==> src/rtl/fpcmp_pkg.sv <==
// Shared constants, operand-class struct and helpers for the FloPoCo-format comparator.
package fpcmp_pkg;

    localparam logic [1:0] EXN_ZERO = 2'b00;
    localparam logic [1:0] EXN_NORM = 2'b01;
    localparam logic [1:0] EXN_INF  = 2'b10;
    localparam logic [1:0] EXN_NAN  = 2'b11;

    localparam logic [2:0] CMP_LT    = 3'b000;
    localparam logic [2:0] CMP_LE    = 3'b001;
    localparam logic [2:0] CMP_EQ    = 3'b010;
    localparam logic [2:0] CMP_GE    = 3'b011;
    localparam logic [2:0] CMP_GT    = 3'b100;
    localparam logic [2:0] CMP_NE    = 3'b101;
    localparam logic [2:0] CMP_UNORD = 3'b110;
    localparam logic [2:0] CMP_ORD   = 3'b111;

    // Coarse ordering buckets; normals in the same bucket need the magnitude compare.
    localparam logic [2:0] RANK_NINF  = 3'd0;
    localparam logic [2:0] RANK_NNORM = 3'd1;
    localparam logic [2:0] RANK_ZERO  = 3'd2;
    localparam logic [2:0] RANK_PNORM = 3'd3;
    localparam logic [2:0] RANK_PINF  = 3'd4;

    typedef struct packed {
        logic zero;
        logic neg;
        logic inf;
        logic nan;
    } fpcls_t;

    function automatic int fpcmp_width(input int we, input int wf);
        return we + wf + 3;
    endfunction

    function automatic logic [2:0] fpcmp_rank(input fpcls_t c);
        if (c.inf)       return c.neg ? RANK_NINF : RANK_PINF;
        else if (c.zero) return RANK_ZERO;
        else             return c.neg ? RANK_NNORM : RANK_PNORM;
    endfunction

endpackage

==> src/rtl/fp_classify.sv <==
// Combinational decode of one operand's exception code and sign into class flags.
module fp_classify
    import fpcmp_pkg::*;
(
    input  logic [1:0] exn_i,
    input  logic       sign_i,
    output fpcls_t     cls_o
);

    always_comb begin
        cls_o.zero = (exn_i == EXN_ZERO);
        cls_o.inf  = (exn_i == EXN_INF);
        cls_o.nan  = (exn_i == EXN_NAN);
        cls_o.neg  = sign_i;
    end

endmodule

==> src/rtl/fp_compare_pipe.sv <==
// Two-stage floating-point comparator with valid/ready flow control.
// Optional min/max outputs are built when FPCMP_MINMAX_EN is defined.
module fp_compare_pipe
    import fpcmp_pkg::*;
#(
    parameter int WE    = 11,
    parameter int WF    = 13,
    parameter int TAG_W = 8,
    localparam int W    = fpcmp_width(WE, WF)
) (
    input  logic             clk,
    input  logic             rst,
    input  logic             in_valid,
    output logic             in_ready,
    input  logic [W-1:0]     in_a,
    input  logic [W-1:0]     in_b,
    input  logic [2:0]       in_op,
    input  logic [TAG_W-1:0] in_tag,
    output logic             out_valid,
    input  logic             out_ready,
    output logic             out_res,
    output logic             out_lt,
    output logic             out_eq,
    output logic             out_gt,
    output logic             out_unord,
`ifdef FPCMP_MINMAX_EN
    output logic [W-1:0]     out_min,
    output logic [W-1:0]     out_max,
`endif
    output logic [TAG_W-1:0] out_tag
);

    localparam int MW   = WE + WF;
    localparam int LO_W = MW / 2;
    localparam int HI_W = MW - LO_W;

    logic   adv;
    logic   [2:1] vld_q;
    fpcls_t a_cls, b_cls;

    assign adv       = !vld_q[2] | out_ready;
    assign in_ready  = adv;
    assign out_valid = vld_q[2];

    fp_classify u_cls_a (.exn_i(in_a[W-1:W-2]), .sign_i(in_a[W-3]), .cls_o(a_cls));
    fp_classify u_cls_b (.exn_i(in_b[W-1:W-2]), .sign_i(in_b[W-3]), .cls_o(b_cls));

    // ---------------- stage 1 ----------------
    logic [HI_W-1:0] a_hi, b_hi;
    logic [LO_W-1:0] a_lo, b_lo;
    assign a_hi = in_a[MW-1:LO_W];
    assign b_hi = in_b[MW-1:LO_W];
    assign a_lo = in_a[LO_W-1:0];
    assign b_lo = in_b[LO_W-1:0];

    fpcls_t           s1_a_cls_q, s1_b_cls_q;
    logic             s1_hi_lt_q, s1_hi_eq_q, s1_lo_lt_q, s1_lo_eq_q;
    logic [2:0]       s1_op_q;
    logic [TAG_W-1:0] s1_tag_q;
`ifdef FPCMP_MINMAX_EN
    logic [W-1:0]     s1_a_q, s1_b_q;
`endif

    always_ff @(posedge clk) begin
        if (rst) begin
            vld_q[1]   <= 1'b0;
            s1_a_cls_q <= '0;
            s1_b_cls_q <= '0;
            s1_hi_lt_q <= 1'b0;
            s1_hi_eq_q <= 1'b0;
            s1_lo_lt_q <= 1'b0;
            s1_lo_eq_q <= 1'b0;
            s1_op_q    <= '0;
            s1_tag_q   <= '0;
`ifdef FPCMP_MINMAX_EN
            s1_a_q     <= '0;
            s1_b_q     <= '0;
`endif
        end else if (adv) begin
            vld_q[1]   <= in_valid;
            s1_a_cls_q <= a_cls;
            s1_b_cls_q <= b_cls;
            s1_hi_lt_q <= a_hi < b_hi;
            s1_hi_eq_q <= a_hi == b_hi;
            s1_lo_lt_q <= a_lo < b_lo;
            s1_lo_eq_q <= a_lo == b_lo;
            s1_op_q    <= in_op;
            s1_tag_q   <= in_tag;
`ifdef FPCMP_MINMAX_EN
            s1_a_q     <= in_a;
            s1_b_q     <= in_b;
`endif
        end
    end

    // ---------------- stage 2 ----------------
    logic       lt_d, eq_d, gt_d, unord_d, res_d;
    logic       mag_lt, mag_eq;
    logic [2:0] rank_a, rank_b;

    always_comb begin
        rank_a  = fpcmp_rank(s1_a_cls_q);
        rank_b  = fpcmp_rank(s1_b_cls_q);
        mag_lt  = s1_hi_lt_q | (s1_hi_eq_q & s1_lo_lt_q);
        mag_eq  = s1_hi_eq_q & s1_lo_eq_q;
        unord_d = s1_a_cls_q.nan | s1_b_cls_q.nan;
        lt_d    = 1'b0;
        eq_d    = 1'b0;
        gt_d    = 1'b0;
        if (!unord_d) begin
            if (rank_a != rank_b) begin
                lt_d = rank_a < rank_b;
                gt_d = !lt_d;
            end else if (rank_a == RANK_PNORM) begin
                eq_d = mag_eq;
                lt_d = mag_lt;
                gt_d = !mag_lt & !mag_eq;
            end else if (rank_a == RANK_NNORM) begin
                // larger magnitude is the smaller value
                eq_d = mag_eq;
                gt_d = mag_lt;
                lt_d = !mag_lt & !mag_eq;
            end else begin
                eq_d = 1'b1;
            end
        end
        case (s1_op_q)
            CMP_LT:    res_d = lt_d;
            CMP_LE:    res_d = lt_d | eq_d;
            CMP_EQ:    res_d = eq_d;
            CMP_GE:    res_d = gt_d | eq_d;
            CMP_GT:    res_d = gt_d;
            CMP_NE:    res_d = !eq_d;
            CMP_UNORD: res_d = unord_d;
            default:   res_d = !unord_d;
        endcase
    end

`ifdef FPCMP_MINMAX_EN
    logic [W-1:0] min_d, max_d;

    always_comb begin
        min_d = s1_a_q;
        max_d = s1_a_q;
        if (s1_a_cls_q.nan && !s1_b_cls_q.nan) begin
            min_d = s1_b_q;
            max_d = s1_b_q;
        end else if (s1_a_cls_q.nan || s1_b_cls_q.nan) begin
            min_d = s1_a_q;
            max_d = s1_a_q;
        end else if (s1_a_cls_q.zero && s1_b_cls_q.zero
                     && (s1_a_cls_q.neg != s1_b_cls_q.neg)) begin
            min_d = s1_a_cls_q.neg ? s1_a_q : s1_b_q;
            max_d = s1_a_cls_q.neg ? s1_b_q : s1_a_q;
        end else if (lt_d) begin
            min_d = s1_a_q;
            max_d = s1_b_q;
        end else if (gt_d) begin
            min_d = s1_b_q;
            max_d = s1_a_q;
        end
    end
`endif

    always_ff @(posedge clk) begin
        if (rst) begin
            vld_q[2]  <= 1'b0;
            out_res   <= 1'b0;
            out_lt    <= 1'b0;
            out_eq    <= 1'b0;
            out_gt    <= 1'b0;
            out_unord <= 1'b0;
            out_tag   <= '0;
`ifdef FPCMP_MINMAX_EN
            out_min   <= '0;
            out_max   <= '0;
`endif
        end else if (adv) begin
            vld_q[2]  <= vld_q[1];
            out_res   <= res_d;
            out_lt    <= lt_d;
            out_eq    <= eq_d;
            out_gt    <= gt_d;
            out_unord <= unord_d;
            out_tag   <= s1_tag_q;
`ifdef FPCMP_MINMAX_EN
            out_min   <= min_d;
            out_max   <= max_d;
`endif
        end
    end

endmodule

==> config.mk <==
export PLATFORM = sky130hd
export DESIGN_NAME = fp_compare_pipe
export DESIGN_NICKNAME = d
export VERILOG_FILES = /design/src/rtl/fpcmp_pkg.sv /design/src/rtl/fp_classify.sv /design/src/rtl/fp_compare_pipe.sv
export SDC_FILE = /design/constraint.sdc
export NUM_CORES = 1
export LEC_CHECK = 0
export CORE_MARGIN = 5
export CORE_UTILIZATION = 47
export DETAILED_ROUTE_END_ITERATION = 10
export PLACE_DENSITY = 0.85
export SLEW_MARGIN = 20
export SYNTH_ARGS = -nofsm -noshare
export SYNTH_HDL_FRONTEND = slang
export SYNTH_SLANG_ARGS = --single-unit
==> constraint.sdc <==
create_clock -name clk -period 4.7 [get_ports clk]
set_clock_uncertainty 0.1 [all_clocks]
set_input_delay 0.47 -clock clk [delete_from_list [all_inputs] [get_ports clk]]
set_output_delay 0.47 -clock clk [all_outputs]
set_load 0.02 [all_outputs]
==> results of run 1 <==
[through the flow]
step	worst slack, ns	cells
after global routing	1.99	428
after CTS	2.08	428
after floorplan	2.45	294
after detailed placement	2.08	420
final	2.08	428
after global placement	2.08	420
[cell usage in the layout, fill, tap and decap left out, types with 2 or more instances in the layout]
master	n
clkdlybuf4s50_1	83
nand2_1	64
a21oi_1	44
dfxtp_1	38
inv_1	28
ha_1	27
nor2_1	17
nand3_1	11
a21o_1	8
nor3_1	7
clkbuf_8	5
o21ai_0	4
o21ai_1	3
nand4_1	3
buf_4	3
nand2b_1	2
or2_1	2
a211oi_1	2
nand3b_1	2
o22ai_1	2
a31oi_1	2
bufinv_16	2
[kinds of logic after synthesis]
kind of cell | after synthesis
AO/OA/AOI/OAI | 73
adder cells (fa/ha/maj) | 27
buffers and inverters | 41
flip-flops | 38
AND/OR/NAND/NOR | 115
[routing by layer]
| layer | up-vias | share of wire, % | wire [um] | global-route usage, % |
|---|---|---|---|---|
| li1 | 1158 | - | - | - |
| met1 | 974 | 43 | 2420 | 21.6 |
| met2 | 77 | 48 | 2700 | 32.6 |
| met3 | 9 | 7.0 | 395 | 4.81 |
| met4 | 0 | 1.6 | 91 | 5.24 |
| met5 | - | 0 | 0 | 0 |
[how the worst max path moves through the flow]
stage	endpoint	slack (ns)	cells past startpoint
2_1_floorplan	out_res	2.45	8
3_3_place_gp	in_ready	2.08	5
3_5_place_dp	in_ready	2.08	5
4_1_cts	in_ready	2.08	5
5_1_grt	in_ready	1.99	5
6_report	in_ready	2.08	5
[sequential cells by signal, indices dropped and copies added, names as in the netlist]
register / cells
out_tag: 8
s1_tag_q: 8
s1_a_cls_q: 4
s1_b_cls_q: 4
s1_op_q: 3
out_eq: 1
out_gt: 1
out_lt: 1
out_res: 1
out_unord: 1
out_valid: 1
s1_hi_eq_q: 1
s1_hi_lt_q: 1
s1_lo_eq_q: 1
s1_lo_lt_q: 1
vld_q: 1
[synthesized netlist by cell type, drive strengths merged, types with 3 or more instances]
| library cell | n | share of area (%) |
|---|---|---|
| nand4 | 3 | 0.86 |
| clkbuf | 10 | 1.7 |
| dfxtp | 38 | 35 |
| nand3 | 12 | 3.0 |
| a21o | 8 | 2.7 |
| inv | 28 | 4.8 |
| nor3 | 7 | 1.6 |
| a21oi | 44 | 10 |
| o21ai | 7 | 1.6 |
| ha | 27 | 15 |
| nor2 | 17 | 2.9 |
| nand2 | 64 | 11 |
[cell type report]
type / instances / area share [%]
clock buffers: 5 / 2.15
clock inverters: 3 / 2.15
inverters: 29 / 3.40
multi-input cells: 215 / 39.8
flip-flops and latches: 38 / 23.8
well taps: 52 / 2.03
repair buffers: 86 / 26.7
[critical path: cells and delay by family]
family / cells / cell delay [ns]
simple gates: 1 / 0.10
buf+inv: 4 / 1.46
[where the power goes]
| group | switching [W] | total, W | internal [W] | leakage, nW |
|---|---|---|---|---|
| logic | 0.0000925 | 0.000209 | 0.000116 | 1.05 |
| registers | 0.0000150 | 0.000357 | 0.000342 | 0.314 |
| clock network | 0.000117 | 0.000329 | 0.000213 | 0.0683 |
==> metrics.txt, run 1 <==
status=finished clean; Final GP Congestion=0.801; Multi-input gate area=1270 um2; core area=4440 um2; Max VDD drop=0.231 mV; Cells on Worst Hold Path=2; WS Path Type=in2out; Setup violations, final=0; antenna cells=0; utilization after layout=72.0%; Sequential Area=761 um2; Final Hold Viols=0; PortBufs=83; fin area=3200 um2; critical path peak fanout=40; Yosys cell types=35; Pre-antenna DRT Iters=4; detailed-route via count=2,218; first-pass GRT wire length=9.29 mm; DP HPWL=4.26 mm; Synth Instances=294; Slew headroom=69.7%; WP data arrival=2.05 ns; number of synthesized flops with an enable pin=0; DR iter-0 viols=95; Overall Power=0.000895 W; R2R Path Start=s1_a_cls_q[1]; asr flop ratio synth=0%; Synth Area in Compound Gates=19.5%; num ports=84; Worst Setup Start Kind=input pin; Fmax achieved=0.381 GHz; initial antenna violation count=0; Worst Reg-to-Reg Cells=8; fin crit share=55.8%; post-synthesis mux area share=0%; max-slew violations=0; flops & latches, synth=38; GRT Overall Usage=18.3%; main combinational cell family by area after synthesis=simple AND/OR/NAND/NOR gates; mean post-synth cell area=7.43 um2; placed instance area=3060 um2; Die ar.=6110 um2; largest net degree at the start of global routing=41; Pwr Density=280 nW/um2; CP cell instances=clkdlybuf4s50_1 > nor2b_2 > buf_4 > clkinv_1 > clkdlybuf4s50_1; endpoint type of the worst setup path=primary output; Hold WS=0.353 ns; Worst path max stage delay=0.56 ns; drt drc=0; most used cell along the critical path=clkdlybuf4s50_1; Worst Setup SP=out_ready; post_cts resized=0; Clock Latency Late Sink=0.29 ns; Remaining Overflow, GRT=0; Final Critical Period=2.62 ns; Layout area overhead=46.4%; wire per inst=13.1 um; CTS Buf Count=5; Yosys warnings=0; worst hold path class=reg2reg; Worst R2R End=out_res; Antenna Violating Nets Remaining=0; Root Buffer=clkbuf_8; Filler cells=370; R2R setup slack=2.19 ns; vias in the first global route=2,128; routed vias/inst=5.18; clk sinks=38; Critical Path Slowest Stage Cell=clkdlybuf4s50_1; Hold EP=s1_tag_q[0]; Initial Util=49.2%; adder and majority gate portion of the synthesized area=15.5%; post-CTS setup buffer count=0; post-synthesis sequential area ratio=34.8%; Die H=78.2 um; Post-Synth XOR/XNOR Area=0%; H-tree depth=2; die width=78.2 um; Worst Tran Pin Value=0.452 ns; CTS clock-pin slew for the worst setup and hold paths=0.08 ns; RSZ-0062 raised after global routing=no; setup TNS=0 ns; syn_nets=390; fraction of layout cells with a size suffix above 1=3.46%; FP Rows=24; Post-Syn Area=2180 um2; CTS tree=built; Hold Crit Start=s1_tag_q[0]; max cap viols=0; Final nets=471; deepest clock path buffer count=2; ys flop type=dfxtp_1; P_leak=1.43 nW; worst path required time=4.13 ns; Synth Area in Simple Gates=23.1%; routed wire length=5.61 mm; hold_buf cts=0
Note: power is estimated with default switching activity, not from simulation.
==> inputs of run 2 (changes only) <==
--- a/config.mk
+++ b/config.mk
@@ -6,9 +6,9 @@
 export NUM_CORES = 1
 export LEC_CHECK = 0
 export CORE_MARGIN = 5
-export CORE_UTILIZATION = 47
+export CORE_UTILIZATION = 44
 export DETAILED_ROUTE_END_ITERATION = 10
-export PLACE_DENSITY = 0.85
+export PLACE_DENSITY = 0.8
 export SLEW_MARGIN = 20
 export SYNTH_ARGS = -nofsm -noshare
 export SYNTH_HDL_FRONTEND = slang
==> constraint.sdc (replaced) <==
create_clock -name clk -period 2.53 [get_ports clk]
set_clock_uncertainty 0.1 [all_clocks]
set_input_delay 0.253 -clock clk [delete_from_list [all_inputs] [get_ports clk]]
set_output_delay 0.253 -clock clk [all_outputs]
set_load 0.02 [all_outputs]
==> metrics.txt, run 2 (synthesis gave the netlist of run 1 again) <==
Pre-antenna DRT Iters=4; PortBufs=83; most frequent cells in the layout=clkdlybuf4s50_1, nand2_1, a21oi_1; Critical Path Slowest Stage Cell=a2111oi_1; routed vias/inst=5.11; RSZ-0062 raised after global routing=no; P_leak=1.44 nW; Final nets=472; Overall Power=0.00167 W; drt drc=0; detailed-route via count=2,267; post-CTS setup buffer count=0; FP Rows=25; CTS Buf Count=5; Worst Tran Pin Value=0.498 ns; Cells on Worst Hold Path=2; setup TNS=0 ns; worst hold path class=reg2reg; Fmax achieved=0.410 GHz; Die ar.=6470 um2; GRT Overall Usage=18.1%; critical path peak fanout=5; Die H=80.5 um; antenna cells=0; Worst path max stage delay=0.41 ns; H-tree depth=2; Worst Slack Setup Final=0.0912 ns; status=finished clean; endpoint type of the worst setup path=flip-flop; Pwr Density=516 nW/um2; clk sinks=38; Worst Reg-to-Reg Cells=7; Max VDD drop=0.456 mV; Top Registers=out_tag (8), s1_tag_q (8); Worst Setup Start Kind=flip-flop; largest net degree at the start of global routing=34; Inst Count DP=436; Layout area overhead=48.0%; die width=80.5 um; Final GP Congestion=0.880; Setup violations, final=0; first-pass GRT wire length=9.42 mm; fraction of layout cells with a size suffix above 1=4.24%; CTS tree=built; DR iter-0 viols=110; WP data arrival=2.49 ns; initial antenna violation count=0; CP cell instances=or2_1 > ha_1 > nand3_2 > o21bai_1 > a211o_1 > a2111oi_1 > a311oi_1; max-slew violations=0; routed wire length=5.69 mm; Initial Util=45.6%; Final Critical Period=2.44 ns; Remaining Overflow, GRT=0; Root Buffer=clkbuf_8; DP HPWL=4.28 mm; Final Hold Viols=0; num ports=84; core area=4790 um2; Antenna Violating Nets Remaining=0; fin crit share=96.4%; Clock Latency Late Sink=0.29 ns; max cap viols=0; CTS clock-pin slew for the worst setup and hold paths=0.08 ns; pre-CTS setup slack=0.0500 ns; commonest non-fill, non-tap cell in the layout=clkdlybuf4s50_1; deepest clock path buffer count=2; wire per inst=12.8 um; worst path required time=2.59 ns; WS Path Type=reg2reg; non-filler cells, final=444; Slew headroom=66.6%; vias in the first global route=2,211
==> run 2: cell count changes in the layout (fill, tap and decap cells not counted) <==
cell	delta
nor2_1	-1
buf_4	+1
nor2_4	+1
dfxtp_2	+1
dfxtp_1	-1
==> run 2: area by class of cell <==
class | count | area, um2
Inverter | 29 | 109
Timing Repair Buffer | 87 | 861
Clock inverter | 3 | 68.8
Sequential cell | 38 | 762
Multi-Input combinational cell | 215 | 1280
Clock buffer | 5 | 68.8
Fill cell | 421 | 1550
Tap cell | 67 | 83.8
==> run 2: worst paths after layout <==
path                       from          to  slack [ns]
hold / removal       out_tag[0]  out_tag[0]        0.35
setup reg to reg  s1_a_cls_q[1]     out_res        0.09
setup / recovery  s1_a_cls_q[1]     out_res        0.09
hold reg to reg      out_tag[0]  out_tag[0]        0.35
==> run 2: metrics by stage <==
step | area, um2 | utilization, % | hold WS [ns]
after floorplan | 2180 | - | 0.293
after global routing | 3230 | 67.6 | 0.371
after detailed placement | 3090 | 64.5 | 0.343
final | 3230 | 67.6 | 0.351
after global placement | 3090 | 64.5 | 0.339
after CTS | 3220 | 67.4 | 0.354
==> run 2: report_power, final <==
part	leakage [nW]	internal, W	switching [W]	total (W)
combinational	1.06	0.000217	0.000174	0.000391
sequential	0.314	0.000636	0.0000278	0.000663
clock	0.0683	0.000395	0.000220	0.000615
==> run 2: timing repair <==
action                     CTS  global route
hold buffers                 0             0
setup endpoints to repair    0             1
gates resized for setup      0             3
==> run 2: metal layers <==
metal | vias up | GRT usage, % | share of wire (%)
met5 | - | 0 | 0
met4 | 0 | 4.39 | 0.79
met3 | 5 | 4.04 | 7.8
met2 | 86 | 32.3 | 47
met1 | 1012 | 21.8 | 44
li1 | 1164 | - | -
==> run 2: worst max-delay path, delay by kind of cell (launching register included) <==
family	cells	cell delay [ns]
flip-flops	1	0.34
adder cells (fa/ha/maj)	1	0.32
AND/OR/NAND/NOR	2	0.42
AO/OA/AOI/OAI	4	1.12
